### src/rtl/angle_bcd_display.sv
// angle_bcd_display
//   Converts a signed WIDTH-bit value into active-low 7-segment patterns:
//   one sign digit plus DIGITS decimal digits. The binary-to-BCD step is a
//   serial shift-and-add-3 engine that takes WIDTH cycles. Leading zeros can
//   optionally be blanked. Values that need more than DIGITS digits show
//   dashes and raise overflow.
//
// Ports
//   clk       clock
//   reset     asynchronous, active-high
//   valid     load request; accepted only while idle
//   angle     signed input, captured with valid
//   busy      high while a conversion is in flight (WIDTH+1 cycles)
//   done      one-cycle pulse when the display outputs update
//   overflow  last conversion did not fit in DIGITS digits
//   signdisp  sign segment pattern (gfedcba, active-low)
//   disp      digit i at disp[7i+6:7i]; digit 0 is the ones place
module angle_bcd_display #(
    parameter int WIDTH    = 8,
    parameter int DIGITS   = 3,
    parameter int BLANK_LZ = 1
) (
    input  logic                  clk,
    input  logic                  reset,
    input  logic                  valid,
    input  logic [WIDTH-1:0]      angle,
    output logic                  busy,
    output logic                  done,
    output logic                  overflow,
    output logic [6:0]            signdisp,
    output logic [7*DIGITS-1:0]   disp
);

    localparam int BW = 4 * DIGITS;
    localparam int CW = $clog2(WIDTH) + 1;

    localparam logic [1:0] S_IDLE = 2'd0;
    localparam logic [1:0] S_CONV = 2'd1;
    localparam logic [1:0] S_UPD  = 2'd2;

    localparam logic [6:0] SEG_DASH  = 7'b011_1111;
    localparam logic [6:0] SEG_BLANK = 7'b111_1111;

    logic [1:0]          state;
    logic [WIDTH-1:0]    mag;
    logic [BW-1:0]       bcd;
    logic [BW-1:0]       bcd_adj;
    logic                sign_f;
    logic                ovf_f;
    logic [CW-1:0]       cnt;
    logic [7*DIGITS-1:0] disp_nxt;
    logic [6:0]          sign_nxt;
    logic                seen;

    function automatic logic [6:0] seg7(input logic [3:0] d);
        case (d)
            4'd0:    seg7 = 7'b100_0000;
            4'd1:    seg7 = 7'b111_1001;
            4'd2:    seg7 = 7'b010_0100;
            4'd3:    seg7 = 7'b011_0000;
            4'd4:    seg7 = 7'b001_1001;
            4'd5:    seg7 = 7'b001_0010;
            4'd6:    seg7 = 7'b000_0010;
            4'd7:    seg7 = 7'b111_1000;
            4'd8:    seg7 = 7'b000_0000;
            4'd9:    seg7 = 7'b001_0000;
            default: seg7 = SEG_BLANK;
        endcase
    endfunction

    // add-3 correction on every nibble ahead of the shift
    always_comb begin
        bcd_adj = bcd;
        for (int i = 0; i < DIGITS; i++) begin
            if (bcd[4*i +: 4] >= 4'd5)
                bcd_adj[4*i +: 4] = bcd[4*i +: 4] + 4'd3;
        end
    end

    // Display patterns from the finished BCD. Blanking walks down from the
    // top digit and stops at the first nonzero digit; digit 0 always shows.
    always_comb begin
        disp_nxt = '0;
        seen     = 1'b0;
        for (int i = DIGITS - 1; i >= 0; i--) begin
            if (ovf_f)
                disp_nxt[7*i +: 7] = SEG_DASH;
            else if (BLANK_LZ != 0 && i != 0 && !seen && bcd[4*i +: 4] == 4'd0)
                disp_nxt[7*i +: 7] = SEG_BLANK;
            else
                disp_nxt[7*i +: 7] = seg7(bcd[4*i +: 4]);
            if (bcd[4*i +: 4] != 4'd0)
                seen = 1'b1;
        end
    end

    // a set sign bit always means a nonzero magnitude, so the flag alone decides
    assign sign_nxt = (ovf_f || sign_f) ? SEG_DASH : SEG_BLANK;

    always_ff @(posedge clk or posedge reset) begin
        if (reset) begin
            state    <= S_IDLE;
            mag      <= '0;
            bcd      <= '0;
            sign_f   <= 1'b0;
            ovf_f    <= 1'b0;
            cnt      <= '0;
            busy     <= 1'b0;
            done     <= 1'b0;
            overflow <= 1'b0;
            signdisp <= SEG_DASH;
            disp     <= {DIGITS{SEG_DASH}};
        end else begin
            done <= 1'b0;
            case (state)
                S_IDLE: begin
                    if (valid) begin
                        // two's-complement negate; the most negative value
                        // wraps to 2^(WIDTH-1), which is correct as unsigned
                        mag    <= angle[WIDTH-1] ? (~angle + WIDTH'(1)) : angle;
                        bcd    <= '0;
                        sign_f <= angle[WIDTH-1];
                        ovf_f  <= 1'b0;
                        cnt    <= CW'(WIDTH - 1);
                        busy   <= 1'b1;
                        state  <= S_CONV;
                    end
                end
                S_CONV: begin
                    bcd <= {bcd_adj[BW-2:0], mag[WIDTH-1]};
                    mag <= {mag[WIDTH-2:0], 1'b0};
                    // a 1 leaving the top nibble means the value needs another digit
                    if (bcd_adj[BW-1])
                        ovf_f <= 1'b1;
                    if (cnt == '0)
                        state <= S_UPD;
                    else
                        cnt <= cnt - CW'(1);
                end
                S_UPD: begin
                    state    <= S_IDLE;
                    busy     <= 1'b0;
                    done     <= 1'b1;
                    overflow <= ovf_f;
                    signdisp <= sign_nxt;
                    disp     <= disp_nxt;
                end
                default: state <= S_IDLE;
            endcase
        end
    end

endmodule

### config.mk
export PLATFORM = sky130hd
export DESIGN_NAME = angle_bcd_display
export DESIGN_NICKNAME = d
export VERILOG_FILES = /design/src/rtl/angle_bcd_display.sv
export SDC_FILE = /design/constraint.sdc
export NUM_CORES = 1
export LEC_CHECK = 0
export BUFFER_PORTS_ARGS = -buffer_cell sky130_fd_sc_hd__buf_2
export CELL_PAD_IN_SITES_DETAIL_PLACEMENT = 0
export CELL_PAD_IN_SITES_GLOBAL_PLACEMENT = 2
export CORE_MARGIN = 3
export CORE_UTILIZATION = 25
export DETAILED_ROUTE_END_ITERATION = 6
export PLACE_DENSITY_LB_ADDON = 0.1
export SYNTH_ARGS = -nofsm -noshare
export SYNTH_HDL_FRONTEND = slang
export SYNTH_SLANG_ARGS = --single-unit
export TNS_END_PERCENT = 5
### constraint.sdc
create_clock -name clk -period 5.3 [get_ports clk]
set_clock_uncertainty 0.05 [all_clocks]
set_input_delay 1.325 -clock clk [delete_from_list [all_inputs] [get_ports clk]]
set_output_delay 1.325 -clock clk [all_outputs]
set_load 0.02 [all_outputs]
# [Word-level counts from Yosys, hierarchy flattened]
# Memories as Yosys holds them, arrays and structs flattened.
# Cells that the tools add are included.
[totals] ff_bits=59 mem_bits_ro=336 input_bits=11 output_inout_bits=31 memories=3
[classes] n_addsub=5 order_cmp=3 eq_ne=6 mux=27 n_bitwise=1 n_reduce_logical=16
[memory_table] name="(name not given)" depth=16 word_bits=7 rd=1 rd_clocked_by_memory_dff=0 wr=0 line="56" rtl="case (d)"
[memory_table] name="(name not given)" depth=16 word_bits=7 rd=1 rd_clocked_by_memory_dff=0 wr=0 line="56"
[memory_table] name="(name not given)" depth=16 word_bits=7 rd=1 rd_clocked_by_memory_dff=0 wr=0 line="56"
[op_table] op="7-bit 2-to-1 mux" n=6
[op_table] op="12-bit one-hot mux with 2 select lines" n=1
[op_table] op="4-bit 2-to-1 mux" n=5
[op_table] op="8-bit 2-to-1 mux" n=2
[op_table] op="8-bit one-hot mux with 2 select lines" n=1
[op_table] op="4-bit by 2-bit adder with 4-bit output (second input constant)" n=3
[op_table] op="4-bit by 3-bit greater-or-equal comparator with 1-bit output (second input constant)" n=3
[op_table] op="4-bit logical NOT" n=3
[op_table] op="12-bit 2-to-1 mux" n=1
[op_table] op="8-bit by 1-bit adder with 8-bit output (second input constant)" n=1
[op_table] op="2-bit != test (second input constant)" n=4
[op_table] op="8-bit inverter" n=1
[op_table] op="4-bit one-hot mux with 2 select lines" n=1
[op_table] op="2-bit AND reduction" n=4
[op_table] op="3-bit AND reduction" n=2
[op_table] op="1-bit 2-to-1 mux" n=5
[op_table] op="2-bit 2-to-1 mux" n=2
[op_table] op="1-bit one-hot mux with 2 select lines" n=2
[op_table] op="2-bit one-hot mux with 2 select lines" n=1
[op_table] op="2-bit nonzero test" n=2
[op_table] op="4-bit nonzero test" n=1
[op_table] op="4-bit by 1-bit subtractor with 4-bit output (second input constant)" n=1
[op_table] op="2-bit by 1-bit == test with 1-bit output (second input constant)" n=1
[op_table] op="2-bit == test (second input constant)" n=1
[op_table] op="4 further kinds" n=4

# [Longest topological paths before layout]
[logic_depth] word_depth=6 depth_mapped=7 ltp_nobuf=7

# [Worst setup path before layout]
# Ideal clock, no wire load.
[synth_path] path_type="input to register" startpoint="input angle[0]" endpoint="register mag[6]" setup_ns=0.129 arrival_time_ns=2.332 required_ns=5.121 slack_ns=2.789 path_stages=6 path_cell_list="inv_1 > ha_1 > or3b_1 > o31ai_1 > xor2_1 > o21ai_1"
[synth_via] elab_chain_cells=5
[synth_rtl] item="start, declared" line="26" rtl="input logic [WIDTH-1:0] angle,"
[synth_rtl] item="8-bit inverter" line="120" rtl="mag <= angle[WIDTH-1] ? (~angle + WIDTH'(1)) : angle;"
[synth_rtl] item="8-bit by 1-bit adder with 8-bit output" line="120"
[synth_rtl] item="8-bit 2-to-1 mux" line="120"
[synth_rtl] item="8-bit 2-to-1 mux" line="117" rtl="if (valid) begin"
[synth_rtl] item="8-bit one-hot mux with 2 select lines" line="115" rtl="case (state)"
[synth_rtl] item="end signal, assigned" line="120"
[synth_rtl] item="end signal, assigned" line="131" rtl="mag <= {mag[WIDTH-2:0], 1'b0};"
[synth_rtl] item="end, declared" line="45" rtl="logic [WIDTH-1:0] mag;"
# No other way between the ends. The select of a mux whose other input is x is not followed.
# A chain may end at the register's enable or synchronous reset.

# [Final worst setup path]
# Same ends and word-level chain as after synthesis.

==> impl_results.md <==
- Status: finished, final reports clean
- Wire per inst: around 15 µm
- Crit start category: input port
- Synth Area in Adders: 7.41%
- Die height: 116 µm
- Die Span X: 116 µm
- Synth Area in Simple Gates: approximately 15%
- Worst Path Required: 5.43 ns
- Crit Path Category: in2reg
- Count of final setup violators: 0
- Final worst setup slack: a little under 3 ns
- Crit share post-route: ~45%
- Max Cap Viol: 0
- Root buf cell: clkbuf_16
- Mux contribution to synthesized area: ~2%
- Fillers: approximately 1,300
- Worst VDD drop: 0.139 mV
- Min Tclk post-route: ~2.4 ns
- Post-Syn Instances: approximately 330
- Syn_area_per_cell: just over 9 µm²
- Worst slew pin tran: 0.725 ns
- Layout Nets: between 300 and 400
- Area delta synth->final: 12.8%
- Post-CTS Setup Bufs: 0
- Yosys reg bits: 53
- Hold path startpoint: sign_f
- Crit path max fanout: 2
- Antenna violations before repair: 0
- Post-synth EDFFs: 0
- Worst slack at placement: 2.57 ns
- CTS buffer count: 5
- Multi-input logic area: around 1500 µm²
- DR DRC count: 0
- Vias in the first global route: around 2,300
- CP Capture Type: register
- Hold Fails Final Rpt: 0
- Area after DPL: 3290 µm²
- Htree depth: 2
- Vias per Instance: approximately 4.7
- Fmax achieved: about 420 MHz
- Seq. cell area: around 1300 µm²
- Largest net degree at the start of global routing: 54
- # diodes: 0
- Starting Density: about a quarter
- Hold WC Path Type: reg2reg
- Finished Layout Cells: about 500
- RR Startpoint: bcd[9]
- Most common cell after layout, fill and taps aside: nand2_1
- Seq/Total Area, Yosys: between 40% and 50%
- FP Rows: 39
- Die area: around 14,000 µm²
- IO Port Bufs: 35
- R2r setup slk: between 3 and 4 ns
- Post-synth top flop: dfrtp_1
- Unique masters post-synth: 55
- XOR/XNOR share of the synthesized area: around 2.6%
- Vias: between 2,000 and 2,500
- Most frequent cells in the layout: nand2_1, dfrtp_1, buf_2
- DRT Pass-1 Iters: 4
- RSZ-0062 raised after global routing: false
- Maximum clock insertion buffer count: 2
- Placed Cells: ~490
- GRT Overall Usage: between 10% and 20%
- Setup tns final: 0 ns
- Rel. slew slack: 51.6%
- Clk Latency, worst-skew pair: 0.30 ns
- Post-synth ARST share: between 90% and 100%
- Detail Route Antenna Nets: 0
- Overflow after GRT: 0
- Combinational family with the most area after synthesis: compound AO/OA/AOI/OAI gates
- Clock sink count: between 50 and 60
- Hold_buf cts: 0
- Drt total wl: around 7.4 mm
- Post-cts repair resize count: 0
- Routability congestion estimate: ~0.74
- Synthesis Warnings: 0
- Clock transition at the registers of the reported paths: 0.07 ns
- Leakage: approximately 0.0015 µW
- First-pass GRT wire length: 12.4 mm
- Core area: ~12,000 µm²
- Critical Path Source: angle[0]
- Compound-Gate Fraction of Synth Area: between 20% and 30%
- Layout cells sized above 1: a little over a fifth
- Mapped cell area: just over 3000 µm²
- Power Dens Cells: ~600 nW/µm²
- Final HPWL DP: between 5 and 6 mm
- Post-route cell area: between 3000 and 4000 µm²
- CTS tree: yes
- Initial DRC count: ~90
- Crit path DAT: 2.51 ns
- Boundary Pins: 42
- Pins Over Slew Limit: 0
-- flip-flops by register name, summed over array words and instances, names as in the netlist --
register	cells
busy	1
bcd	12
overflow	1
done	1
state	2
mag	8
disp	21
ovf_f	1
sign_f	1
cnt	4
signdisp	1
-- through the flow --
step                total power, µW  hold WS, ns  utilization, %
floorplan                      1480        0.384               -
global placement               1750        0.394            28.2
detailed placement             1740        0.405            28.2
CTS                            2090        0.412            29.4
global route                   2240        0.438            29.4
finish                         2040        0.413            29.4
-- layer usage --
metal / part of all wire [%] / vias to the layer above / global-route usage (%)
met2: 45 / 47 / 18.1
li1: - / 1182 / -
met5: 0 / - / 0
met3: 4.1 / 10 / 2.38
met1: 49 / 1099 / 16.3
met4: 2.1 / 0 / 4.56
-- worst max-delay path, cell delays in order --
cell and delay [ns]:
buf_2 0.10, inv_1 0.07, ha_1 0.15, or3b_1 0.37, o31ai_1 0.25, xor2_1 0.17, o21ai_1 0.07
-- report_power, final --
group          switching [µW]  internal (µW)
logic                     552            372
registers                 188            597
clock network             157            177
-- path summary, 6_finish.rpt --
check	endpoint	depth (start not counted)
max	mag[6]	7
min	signdisp[6]	1
max reg2reg	bcd[10]	6
min reg2reg	signdisp[6]	1
max in group asynchronous	disp[20]	3
min in group asynchronous	bcd[3]	3
-- final cells by class --
| class | instances | share of cell area (%) |
|---|---|---|
| tap | 143 | 5.22 |
| sequential | 53 | 39.3 |
| clock buffer | 7 | 3.87 |
| clock inverter | 1 | 0.255 |
| multi-input combinational | 236 | 42.7 |
| timing repair buffer | 38 | 5.76 |
| inverter | 23 | 2.88 |
-- cell usage after synthesis (all sizes together), types with 7 or more instances --
cell type,count,area [µm²]
a21oi,20,100
buf,15,121
clkbuf,7,26.3
dfrtp,35,876
dfstp,18,473
ha,18,225
inv,23,98.8
nand2,47,176
nor2,24,90.1
o21ai,36,188
-- cells by family (layout without fill, tap and decap cells) --
logic type / after synthesis / count (layout)
and+or+nand+nor: 100 / 100
AOI/OAI and AO/OA: 97 / 97
DFF: 53 / 53
buffers and inverters: 45 / 69
adders and majority gates: 18 / 18
xor gates and xnor gates: 9 / 9
muxes: 6 / 6
other: 1 / 6
Power figures use the tool's default switching activity.
